`src/rtl/game_flow_ctrl_if.sv`:
```
// Purpose: groups the player/key/frame inputs and status outputs of game_flow_ctrl.
// Latency: n/a (wiring only).
// Backpressure: none; every signal is level or single-cycle pulse.
interface game_flow_ctrl_if;
   logic [15:0] keycode_girl;
   logic [15:0] keycode_boy;
   logic        frame_tick;
   logic        girl_at_door;
   logic        boy_at_door;
   logic        girl_dead;
   logic        boy_dead;
   logic [1:0]  game_state;
   logic        run_en;
   logic        restart;
   logic [9:0]  time_sec;

   // Drives the game inputs and observes the flow status.
   modport master (
      output keycode_girl, keycode_boy, frame_tick,
      output girl_at_door, boy_at_door, girl_dead, boy_dead,
      input  game_state, run_en, restart, time_sec
   );

   // The flow controller itself.
   modport slave (
      input  keycode_girl, keycode_boy, frame_tick,
      input  girl_at_door, boy_at_door, girl_dead, boy_dead,
      output game_state, run_en, restart, time_sec
   );
endinterface

```
`src/rtl/game_flow_ctrl.sv`:
```
// Purpose: game flow FSM (TITLE/PLAY/WIN/OVER) with play timer, win hold and end-screen wait.
// Latency: one Clk from key edge / frame event to registered state and outputs.
// Backpressure: none; inputs are sampled every cycle, keys act on rising edge only.
module game_flow_ctrl #(
   parameter int FRAMES_PER_SEC = 60,
   parameter int TIME_MAX       = 999,
   parameter int WIN_HOLD       = 30,
   parameter int END_WAIT       = 60
) (
   input logic             Clk,
   input logic             Reset,
   game_flow_ctrl_if.slave bus
);

   localparam int FW = (FRAMES_PER_SEC > 1) ? $clog2(FRAMES_PER_SEC) : 1;
   localparam int WW = $clog2(WIN_HOLD + 1);
   localparam int EW = $clog2(END_WAIT + 1);

   typedef enum logic [1:0] {
      TITLE = 2'd0,
      PLAY  = 2'd1,
      WIN   = 2'd2,
      OVER  = 2'd3
   } state_t;

   state_t        state;
   logic          any_key;
   logic          any_key_q;
   logic          key_armed;
   logic          key_rise;
   logic          death;
   logic          both_door;
   logic          sec_wrap;
   logic          time_out;
   logic          win_hit;
   logic [FW-1:0] frame_cnt;
   logic [WW-1:0] win_cnt;
   logic [EW-1:0] end_cnt;
   logic [9:0]    time_sec_q;
   logic          run_en_q;
   logic          restart_q;

   assign any_key   = (bus.keycode_girl != 16'd0) || (bus.keycode_boy != 16'd0);
   // key_armed blocks a key that was already held when Reset released.
   assign key_rise  = any_key && !any_key_q && key_armed;
   assign death     = bus.girl_dead || bus.boy_dead;
   assign both_door = bus.girl_at_door && bus.boy_at_door;
   assign sec_wrap  = bus.frame_tick && (frame_cnt == FW'(FRAMES_PER_SEC - 1));
   assign time_out  = sec_wrap && ((time_sec_q + 10'd1) == 10'(TIME_MAX));
   assign win_hit   = bus.frame_tick && both_door && (win_cnt == WW'(WIN_HOLD - 1));

   // Key history for edge detection; arm only once all keys have been seen released.
   always_ff @(posedge Clk) begin
      if (Reset) begin
         any_key_q <= 1'b0;
         key_armed <= 1'b0;
      end else begin
         any_key_q <= any_key;
         if (!any_key)
            key_armed <= 1'b1;
      end
   end

   // Flow FSM with its counters and registered outputs.
   always_ff @(posedge Clk) begin
      if (Reset) begin
         state      <= TITLE;
         run_en_q   <= 1'b0;
         restart_q  <= 1'b0;
         frame_cnt  <= '0;
         win_cnt    <= '0;
         end_cnt    <= '0;
         time_sec_q <= '0;
      end else begin
         restart_q <= 1'b0;
         case (state)
            TITLE: begin
               if (key_rise) begin
                  state      <= PLAY;
                  run_en_q   <= 1'b1;
                  restart_q  <= 1'b1;
                  frame_cnt  <= '0;
                  win_cnt    <= '0;
                  end_cnt    <= '0;
                  time_sec_q <= '0;
               end
            end
            PLAY: begin
               if (death) begin
                  // A death freezes everything, including a tick arriving the same cycle.
                  state    <= OVER;
                  run_en_q <= 1'b0;
                  end_cnt  <= '0;
               end else begin
                  if (bus.frame_tick) begin
                     frame_cnt <= sec_wrap ? '0 : frame_cnt + FW'(1);
                     win_cnt   <= both_door ? win_cnt + WW'(1) : '0;
                     if (sec_wrap && (time_sec_q != 10'(TIME_MAX)))
                        time_sec_q <= time_sec_q + 10'd1;
                  end
                  if (time_out || win_hit) begin
                     state    <= time_out ? OVER : WIN;
                     run_en_q <= 1'b0;
                     end_cnt  <= '0;
                  end
               end
            end
            WIN, OVER: begin
               if (bus.frame_tick && (end_cnt != EW'(END_WAIT)))
                  end_cnt <= end_cnt + EW'(1);
               if (key_rise && (end_cnt == EW'(END_WAIT)))
                  state <= TITLE;
            end
            default: begin
               state    <= TITLE;
               run_en_q <= 1'b0;
            end
         endcase
      end
   end

   assign bus.game_state = state;
   assign bus.run_en     = run_en_q;
   assign bus.restart    = restart_q;
   assign bus.time_sec   = time_sec_q;

endmodule

```
`src/flat_wrapper.sv`:
```
// flat-port wrapper written by rule: the top's interface ports become plain ports
module game_flow_ctrl_flat 
#(
   parameter int FRAMES_PER_SEC = 60,
   parameter int TIME_MAX       = 999,
   parameter int WIN_HOLD       = 30,
   parameter int END_WAIT       = 60
)
  (Clk, Reset, bus_keycode_girl, bus_keycode_boy, bus_frame_tick, bus_girl_at_door, bus_boy_at_door, bus_girl_dead, bus_boy_dead, bus_game_state, bus_run_en, bus_restart, bus_time_sec);
  game_flow_ctrl_if bus_i ();
  input logic Clk;
  input logic Reset;
  input wire logic [$bits(bus_i.keycode_girl)-1:0] bus_keycode_girl;
  input wire logic [$bits(bus_i.keycode_boy)-1:0] bus_keycode_boy;
  input wire logic [$bits(bus_i.frame_tick)-1:0] bus_frame_tick;
  input wire logic [$bits(bus_i.girl_at_door)-1:0] bus_girl_at_door;
  input wire logic [$bits(bus_i.boy_at_door)-1:0] bus_boy_at_door;
  input wire logic [$bits(bus_i.girl_dead)-1:0] bus_girl_dead;
  input wire logic [$bits(bus_i.boy_dead)-1:0] bus_boy_dead;
  output wire logic [$bits(bus_i.game_state)-1:0] bus_game_state;
  output wire logic [$bits(bus_i.run_en)-1:0] bus_run_en;
  output wire logic [$bits(bus_i.restart)-1:0] bus_restart;
  output wire logic [$bits(bus_i.time_sec)-1:0] bus_time_sec;
  assign bus_i.keycode_girl = bus_keycode_girl;
  assign bus_i.keycode_boy = bus_keycode_boy;
  assign bus_i.frame_tick = bus_frame_tick;
  assign bus_i.girl_at_door = bus_girl_at_door;
  assign bus_i.boy_at_door = bus_boy_at_door;
  assign bus_i.girl_dead = bus_girl_dead;
  assign bus_i.boy_dead = bus_boy_dead;
  assign bus_game_state = bus_i.game_state;
  assign bus_run_en = bus_i.run_en;
  assign bus_restart = bus_i.restart;
  assign bus_time_sec = bus_i.time_sec;
  game_flow_ctrl #(.FRAMES_PER_SEC(FRAMES_PER_SEC), .TIME_MAX(TIME_MAX), .WIN_HOLD(WIN_HOLD), .END_WAIT(END_WAIT)) u_core (.Clk(Clk), .Reset(Reset), .bus(bus_i));
endmodule
```
`config.mk`:
```
export PLATFORM = sky130hd
export DESIGN_NAME = game_flow_ctrl_flat
export DESIGN_NICKNAME = d
export VERILOG_FILES = /design/src/rtl/game_flow_ctrl_if.sv /design/src/rtl/game_flow_ctrl.sv /design/src/flat_wrapper.sv
export SDC_FILE = /design/constraint.sdc
export NUM_CORES = 1
export LEC_CHECK = 0
export CELL_PAD_IN_SITES_DETAIL_PLACEMENT = 2
export CELL_PAD_IN_SITES_GLOBAL_PLACEMENT = 2
export CORE_MARGIN = 2
export CORE_UTILIZATION = 27
export CTS_CLUSTER_SIZE = 8
export DETAILED_ROUTE_END_ITERATION = 16
export GPL_TIMING_DRIVEN = 0
export MAX_ROUTING_LAYER = met4
export PLACE_DENSITY = 0.81
export RECOVER_POWER = 50
export SETUP_SLACK_MARGIN = 0.3
export SLEW_MARGIN = 20
export SYNTH_ARGS = -nofsm -noshare
export SYNTH_HDL_FRONTEND = slang
export SYNTH_SLANG_ARGS = --single-unit
export TNS_END_PERCENT = 50
```
`constraint.sdc`:
```
create_clock -name Clk -period 2.5 [get_ports Clk]
set_clock_uncertainty 0.1 [all_clocks]
set_input_delay 0.5 -clock Clk [delete_from_list [all_inputs] [get_ports Clk]]
set_output_delay 0.5 -clock Clk [all_outputs]
set_load 0.05 [all_outputs]
```
==> results.md, run 1 <==
Worst setup path:
- The endpoint kind of the worst setup timing path is a flip-flop.
- The cell depth of the worst flop-to-flop path is 7.
- The type of the worst setup path is in2reg.
- In this run the critical register-to-register path is launched from u_core.bus.time_sec[7]$_SDFFE_PP0P_.
- The kind of start point of the critical path is a primary input.
- The most critical setup path has its startpoint at bus_keycode_girl[14].
- The maximum fanout along the worst path is 6.
- The required time of the worst setup path is 2.62 ns.
- The worst register-to-register path ends at u_core.bus.run_en$_SDFFE_PP0P_.
- At the worst endpoint, the arrival time is 2.38 ns.
- The register-to-register setup slack is 0.27 ns.
- The timing endpoint of the critical path is u_core.bus.run_en$_SDFFE_PP0P_.

Clock network:
- The number of sinks driven by the clock tree is 33.
- The clock network latency to the later pin of the worst-skew pair is 0.30 ns.
- The number of buffers inserted during clock tree synthesis is 5.
- TritonCTS built the clock tree.
- The clock slew seen by the registers of the worst setup and hold paths is 0.07 ns.
- The hold buffer count at cts is 0.
- The buffer cell driving the clock tree root is clkbuf_8.
- The maximum level of the CTS H-tree is 2.
- The maximum number of buffers from clock root to sink is 2.

Detailed routing:
- The post-route DRC violation count is 0.
- The post-detailed-route wirelength per cell is 19.56 um.
- The detailed router's first-iteration violation count is 43.
- Using the TritonRoute via totals, the vias-per-cell ratio works out to 5.522.
- In this run the remaining antenna-violating nets after routing total 0.
- For this run, the detailed router's first-pass iteration total came to 4.
- The count of vias placed by the detailed router is 2369.
- The post-detailed-routing wire length is 8393 um.

Floorplanning:
- After floorplanning, the core was sized to cover 6869 um^2.
- For this configuration, the core starts out at a cell density of 0.2834.
- The number of top-level design ports is 53.
- The area of the die is 7906 um^2.
- The initialized floorplan defines 30 standard-cell rows.
- The die width is 88.92 um.
- From bottom edge to top edge, the die measures 88.92 um.

Synthesis:
- After synthesis, the mean cell area works out to 7.882 um^2.
- After synthesis, the cell types taking the most area are dfxtp_1 (34%), a21oi_1 (5.9%), nor2_1 (5.6%).
- The biggest area consumer among synthesized cells is dfxtp_1.
- Counting every net in the synthesized netlist gives 293.
- The number of warnings issued by yosys is 0.
- The most frequently used cell type in the post-synthesis netlist is dfxtp_1.
- The top flip-flop cell by instance count after synthesis is dfxtp_1.
- The fraction of synthesis flops using an asynchronous set or reset pin is 0.
- In this run, synthesis inferred 0 flip-flops with an integrated enable.
- In this run, distinct cell masters in the synthesized netlist total 48.
- Of the total synthesized cell area, the portion taken by full adders, half adders and majority gates is 0.04499.
- Of the total synthesized cell area, the portion taken by XOR and XNOR cells is 0.02699.
- The share of synthesized area in the top cell type comes to 0.3393.
- By count the netlist is led by dfxtp_1 (33), nor2_1 (29), a21oi_1 (23), nand2_1 (18), o21ai_0 (13).
- The sequential-to-total area share from yosys stat is 0.3393.
- The number of storage elements in the synthesis netlist is 33.
- In this run the cell area of the synthesized design comes to 1947 um^2.
- The dominant combinational cell family by area after synthesis is simple AND/OR/NAND/NOR gates.
- The portion of netlist area occupied by mux cells is 0.005141.
- The area fraction in compound gates after synthesis is 0.2564.
- Of the total synthesized cell area, the portion taken by AND, OR, NAND and NOR gates is 0.2898.
- Counting every instance in the synthesized netlist gives 247.

STA:
- The worst slew margin relative to its limit is 0.5554.
- The peak clock frequency supported by timing is 442.8 MHz.
- The measured slew at the worst slew-check pin is 0.6668 ns.
- The hold violation total from the final report came to 0.
- The final total negative setup slack is 0 ns.
- The shortest clock period the worst path allows after layout is 2.259 ns.
- The count of final max-slew check failures is 0.
- The ratio of final minimum period to clock period is 0.9034.
- Setup violations remaining at the end of the flow were counted as 0.
- Setup repair after global routing could not meet its margin everywhere.

Layout:
- The number of antenna diodes in the final layout is 0.
- In the final design database the tool counted 378 nets.
- For this run, the share of the core covered by cells in the final layout is 0.4621.
- From synthesis to final layout, the design area changed by 63.05%.
- The share of post-route cells with drive strength above 1 is 0.2703.

Global route:
- For this run the aggregate overflow at the end of global routing stands at 0.
- Entering global routing, the biggest net connects 11 pins.
- The number of antenna violations at the first check in global routing is 0.
- The via count of the first global-routing pass is 2402.
- The first global-routing pass estimated 12060 um of wire.
- In the global route stage, overall resource usage came out at 0.2058.

Power:
- The standby leakage power is 1.107 nW.
- The power per cell area is 367.2 nW/um^2.
- The total power consumption of the routed design is 1.165 mW.
- The maximum VDD drop is 0.0001646 V.

Run:
- The tool flagged a number of max-cap violations equal to 0.

Hold path:
- The path class of the tightest hold or removal check is reg2reg.

Status:
- The run finished with clean final reports.

Placement:
- The final weighted congestion in routability-driven placement is 0.7930.
- Buffers placed on the I/O ports in this run total 51.
- The placed wire-length estimate is 5131 um.
per-stage QoR:
step / cell area [um^2] / worst slack (ns) / hold WS, ns / std cells
finish: 3174 / 0.2415 / 0.3993 / 429
global route: 3174 / 0.05071 / 0.4288 / 429
CTS: 2943 / 0.2308 / 0.4029 / 415
detailed placement: 2619 / -0.7393 / 0.3908 / 394
global placement: 2619 / -0.6076 / 0.3587 / 394
floorplan: 1988 / 0.2533 / 0.3414 / 247
layer usage:
layer / vias up / track usage / routed length [um]
li1: 1106 / - / -
met1: 1171 / 0.2281 / 3432
met2: 72 / 0.3731 / 4455
met3: 20 / 0.03232 / 280
met4: 0 / 0.07025 / 224
met5: - / - / 0
cell families after synthesis:
logic type	after synthesis
AOI/OAI and AO/OA	73
DFF	33
buffers and inverters	19
adders and majority gates	7
xor gates and xnor gates	6
muxes	1
and+or+nand+nor	108
layout by cell type (no fill, tap or decap), drive strengths merged, types with 4 or more instances in the layout:
cell,count
a211oi,5
a21oi,25
a311oi,6
a31oi,6
and3,5
buf,28
clkbuf,16
clkdlybuf4s50,36
dfxtp,33
dlygate4sd3,8
dlymetal6s2s,4
ha,7
inv,7
nand2,18
nand3,12
nand4,8
nor2,29
nor3,7
nor4,8
o21ai,13
o31ai,4
or3,5
xnor2,4
final cells by class:
type                            instances  area (um^2)
Buffer                                 12        82.58
Clock buffer                            6        72.57
Clock inverter                          2        33.78
Fill cell                             750         3695
Inverter                                7        26.28
Multi-Input combinational cell        196         1425
Sequential cell                        33        695.7
Tap cell                               96        120.1
Timing Repair Buffer                   77        718.2
sequential cells by signal (all words and copies together), names as in the netlist:
| signal | cells |
|---|---|
| u_core.frame_cnt | 6 |
| u_core.bus.time_sec | 10 |
| u_core.win_cnt | 5 |
| u_core.bus.restart | 1 |
| u_core.any_key_q | 1 |
| u_core.bus.run_en | 1 |
| u_core.key_armed | 1 |
| u_core.bus.game_state | 2 |
| u_core.end_cnt | 6 |
repair_timing:
item                                    4_1_cts  5_1_grt
setup buffers                                12       13
pin swaps                                    12       24
resized for setup                            35       42
endpoints found under the setup margin       29       28
cloned                                        1        1
critical path, cell delays in order:
cell             delay (ns)
clkdlybuf4s50_1        0.40
nor4_1                 0.32
and4_1                 0.36
a21oi_4                0.12
nor3_2                 0.23
buf_4                  0.19
o31ai_2                0.07
a21oi_1                0.18
power breakdown:
| part | internal, mW | switching, mW | leakage [nW] |
|---|---|---|---|
| Clock | 0.295 | 0.218 | 0.0528 |
| Combinational | 0.0700 | 0.0611 | 0.780 |
| Sequential | 0.520 | 0.00237 | 0.275 |
| Total | 0.884 | 0.281 | 1.11 |
worst min path at each step:
stage                                         from                             endpoint  cells after the start
2_1_floorplan        u_core.key_armed$_SDFFE_PP0P_        u_core.key_armed$_SDFFE_PP0P_                      2
4_1_cts             u_core.win_cnt[1]$_SDFFE_PP0P_       u_core.win_cnt[1]$_SDFFE_PP0P_                      2
6_report             u_core.key_armed$_SDFFE_PP0P_        u_core.key_armed$_SDFFE_PP0P_                      2
3_5_place_dp   u_core.bus.time_sec[5]$_SDFFE_PP0P_  u_core.bus.time_sec[5]$_SDFFE_PP0P_                      1
5_1_grt             u_core.win_cnt[1]$_SDFFE_PP0P_       u_core.win_cnt[1]$_SDFFE_PP0P_                      2
3_3_place_gp         u_core.key_armed$_SDFFE_PP0P_        u_core.key_armed$_SDFFE_PP0P_                      2
Note: power is estimated with default switching activity, not from simulation.
==> run 2, diff against run 1 <==
CTS_CLUSTER_SIZE = 24   (was 8)
SKIP_CTS_REPAIR_TIMING = 1   (was unset)
==> results.md, run 2 (synthesized netlist as in run 1, its figures left out) <==
Placement:
- The cell count after placement was 394 (unchanged).
- The final weighted congestion in routability-driven placement is 0.7930 (unchanged).
- The cell area reported after detailed placement is 2619 um^2 (unchanged).
- The placed wire-length estimate was 5131 um (unchanged).
- The count of input and output buffers is 51 (unchanged).

Clock network:
- The maximum level of the CTS H-tree is 2 (unchanged).
- The CTS tree is yes.
- CTS placed an instance of clkbuf_8 at the clock tree root.
- The number of buffers inserted during clock tree synthesis came to 5 (unchanged).
- The number of sinks driven by the clock tree is 33 (unchanged).
- The maximum number of buffers from clock root to sink was 2 (unchanged).
- The clock network latency to the later pin of the worst-skew pair is 0.29 ns (about the same).
- The clock slew seen by the registers of the worst setup and hold paths is 0.08 ns (about the same).

STA:
- The ratio of final minimum period to clock period came to 0.9313 (+0.02788).
- The hold violation total from the final report is 0 (unchanged).
- The shortest clock period the worst path allows after layout came to 2.328 ns (+0.06969 ns).
- Setup repair after global routing could not meet its margin everywhere.
- The measured slew at the worst slew-check pin is 0.6477 ns (-0.01911 ns).
- The worst slew margin relative to its limit came to 0.5682 (+0.01274).
- The peak clock frequency supported by timing came to 429.5 MHz (-3.0%).
- The total setup violations reported at the end of the flow is 0 (unchanged).
- The count of final max-slew check failures is 0 (unchanged).

Layout:
- The flip-flop count of the largest register after layout came to 10 (unchanged).
- The number of inserted diodes was 0 (unchanged).
- The most frequent standard cell in the layout excluding fill and tap cells is clkdlybuf4s50_1.
- The top cell types in the final layout, fill and taps aside, are clkdlybuf4s50_1 (36), nor2_1 (28), a21oi_1 (22).
- Relative to the synthesized area, the layout overhead comes to 51.35%.
- The net count of the finished layout is 363 (-4.0%).
- The design area was 2947 um^2 (-7.2%).
- The number of non-filler instances in the completed layout is 414 (-3.5%).
- The share of post-route cells with drive strength above 1 is 0.1824 (-0.08788).

Detailed routing:
- The number of nets with antenna violations after detailed routing came to 0 (unchanged).
- The length of the first detailed-routing pass in iterations is 4 (unchanged).
- The detailed router's first-iteration violation count came to 70 (+63%).
- The post-route DRC violation count is 0 (unchanged).
- The detailed-route vias per instance is 5.403 (-2.2%).
- The count of vias placed by the detailed router came to 2237 (-5.6%).
- The post-detailed-route wirelength per cell is 17.78 um (-9.1%).
- The post-detailed-routing wire length came to 7359 um (-12%).

Global route:
- The number of antenna violations at the first check in global routing is 0 (unchanged).
- The via count of the first global-routing pass is 2234 (-7.0%).
- The aggregate global-route resource usage is 0.1862 (-0.01959).
- The global routing usage on met2 is 0.3304 (-0.04274).
- The largest net degree at the start of global routing is 11 (unchanged).
- The global routing usage on met1 is 0.2162 (-0.01192).
- The routing usage on met3 is 0.03047 (-0.001847).
- The global routing stage identified its most utilized layer as met2.
- The remaining global-route overflow is 0 (unchanged).
- The global-route wire length before repair was 11030 um (-8.5%).

Floorplanning:
- The area of the die was 7906 um^2 (unchanged).
- The initial core utilization is 0.2834 (unchanged).
- The die height is 88.92 um (unchanged).
- The number of top-level design ports came to 53 (unchanged).
- The die width was 88.92 um (unchanged).
- The area of the core region is 6869 um^2 (unchanged).
- The row count is 30 (unchanged).

Run:
- The count of max-cap constraint violations is 0 (unchanged).

Power:
- The standby leakage power came to 1.017 nW (-8.2%).
- The power per cell area is 395.5 nW/um^2 (+7.7%).
- The maximum VDD drop is 0.0002349 V (+43%).

Hold path:
- The min-delay analysis places its worst path in the category reg2reg.

Worst setup path:
- The required time of the worst setup path came to 2.56 ns (-0.06 ns).
- The arrival time reported for the critical path endpoint is 2.39 ns (about the same).
- The worst setup path is captured at a flip-flop.
- The maximum fanout along the worst path is 7 (+1).
- The kind of start point of the critical path is a flip-flop.
- The type of the worst setup path is reg2reg.

Status:
- The flow ran to the end, and the final reports show no timing, DRC or antenna violations.
-- run 2: cell types whose count changed in the layout (fill, tap and decap cells not counted), sizes merged --
cell           delta
clkdlybuf4s15     -1
dlygate4sd2       -2
dlymetal6s2s      -1
buf              -14
dlygate4sd3       +4
clkbuf            -1
-- run 2: final timing paths --
check | slack, ns | cells past startpoint | start | to
setup / recovery | 0.17 | 8 | u_core.bus.time_sec[2]$_SDFFE_PP0P_ | u_core.bus.run_en$_SDFFE_PP0P_
hold / removal | 0.39 | 2 | u_core.bus.run_en$_SDFFE_PP0P_ | u_core.bus.run_en$_SDFFE_PP0P_
setup reg to reg | 0.17 | 8 | u_core.bus.time_sec[2]$_SDFFE_PP0P_ | u_core.bus.run_en$_SDFFE_PP0P_
hold reg to reg | 0.39 | 2 | u_core.bus.run_en$_SDFFE_PP0P_ | u_core.bus.run_en$_SDFFE_PP0P_
-- run 2: metal layers --
metal  up-vias  part of all wire
li1       1071                 -
met1      1103              0.45
met2        55              0.51
met3         8             0.030
met4         0             0.011
met5         -                 0
-- run 2: metrics by stage --
| step | setup TNS, ns | util | power (mW) | hold WS [ns] | setup slack, ns |
|---|---|---|---|---|---|
| 2_1_floorplan | 0 | - | 0.5743 | 0.3414 | 0.2533 |
| 3_3_place_gp | -6.175 | 0.3812 | 0.6532 | 0.3587 | -0.6076 |
| 3_5_place_dp | -8.163 | 0.3812 | 0.6557 | 0.3908 | -0.7393 |
| 4_1_cts | -2.830 | 0.3967 | 1.168 | 0.4022 | -0.4540 |
| 5_1_grt | 0 | 0.4290 | 1.212 | 0.4148 | 0.08710 |
| 6_report | 0 | 0.4290 | 1.165 | 0.3934 | 0.1718 |
-- run 2: power by group --
group          switching (mW)  internal [mW]  total [mW]
clock network           0.221          0.295       0.515
registers             0.00234          0.520       0.522
logic                  0.0585         0.0695       0.128
total                   0.281          0.884        1.17
-- run 2: cell type report --
class | count | area (um^2)
clock buffers | 6 | 72.57
clock inverters | 2 | 33.78
flip-flops and latches | 33 | 695.7
fillers | 767 | 3923
inverters | 7 | 26.28
multi-input cells | 196 | 1331
well taps | 96 | 120.1
plain buffers | 12 | 66.31
repair buffers | 62 | 600.6
-- run 2: critical path, cell delays in order, from the launching register on --
cell and delay, ns:
dfxtp_4 0.35, buf_8 0.11, nand3_4 0.08, or4_4 0.55, a2111oi_4 0.39, buf_4 0.20, a21oi_4 0.08, o31ai_2 0.24
a21oi_1 0.09
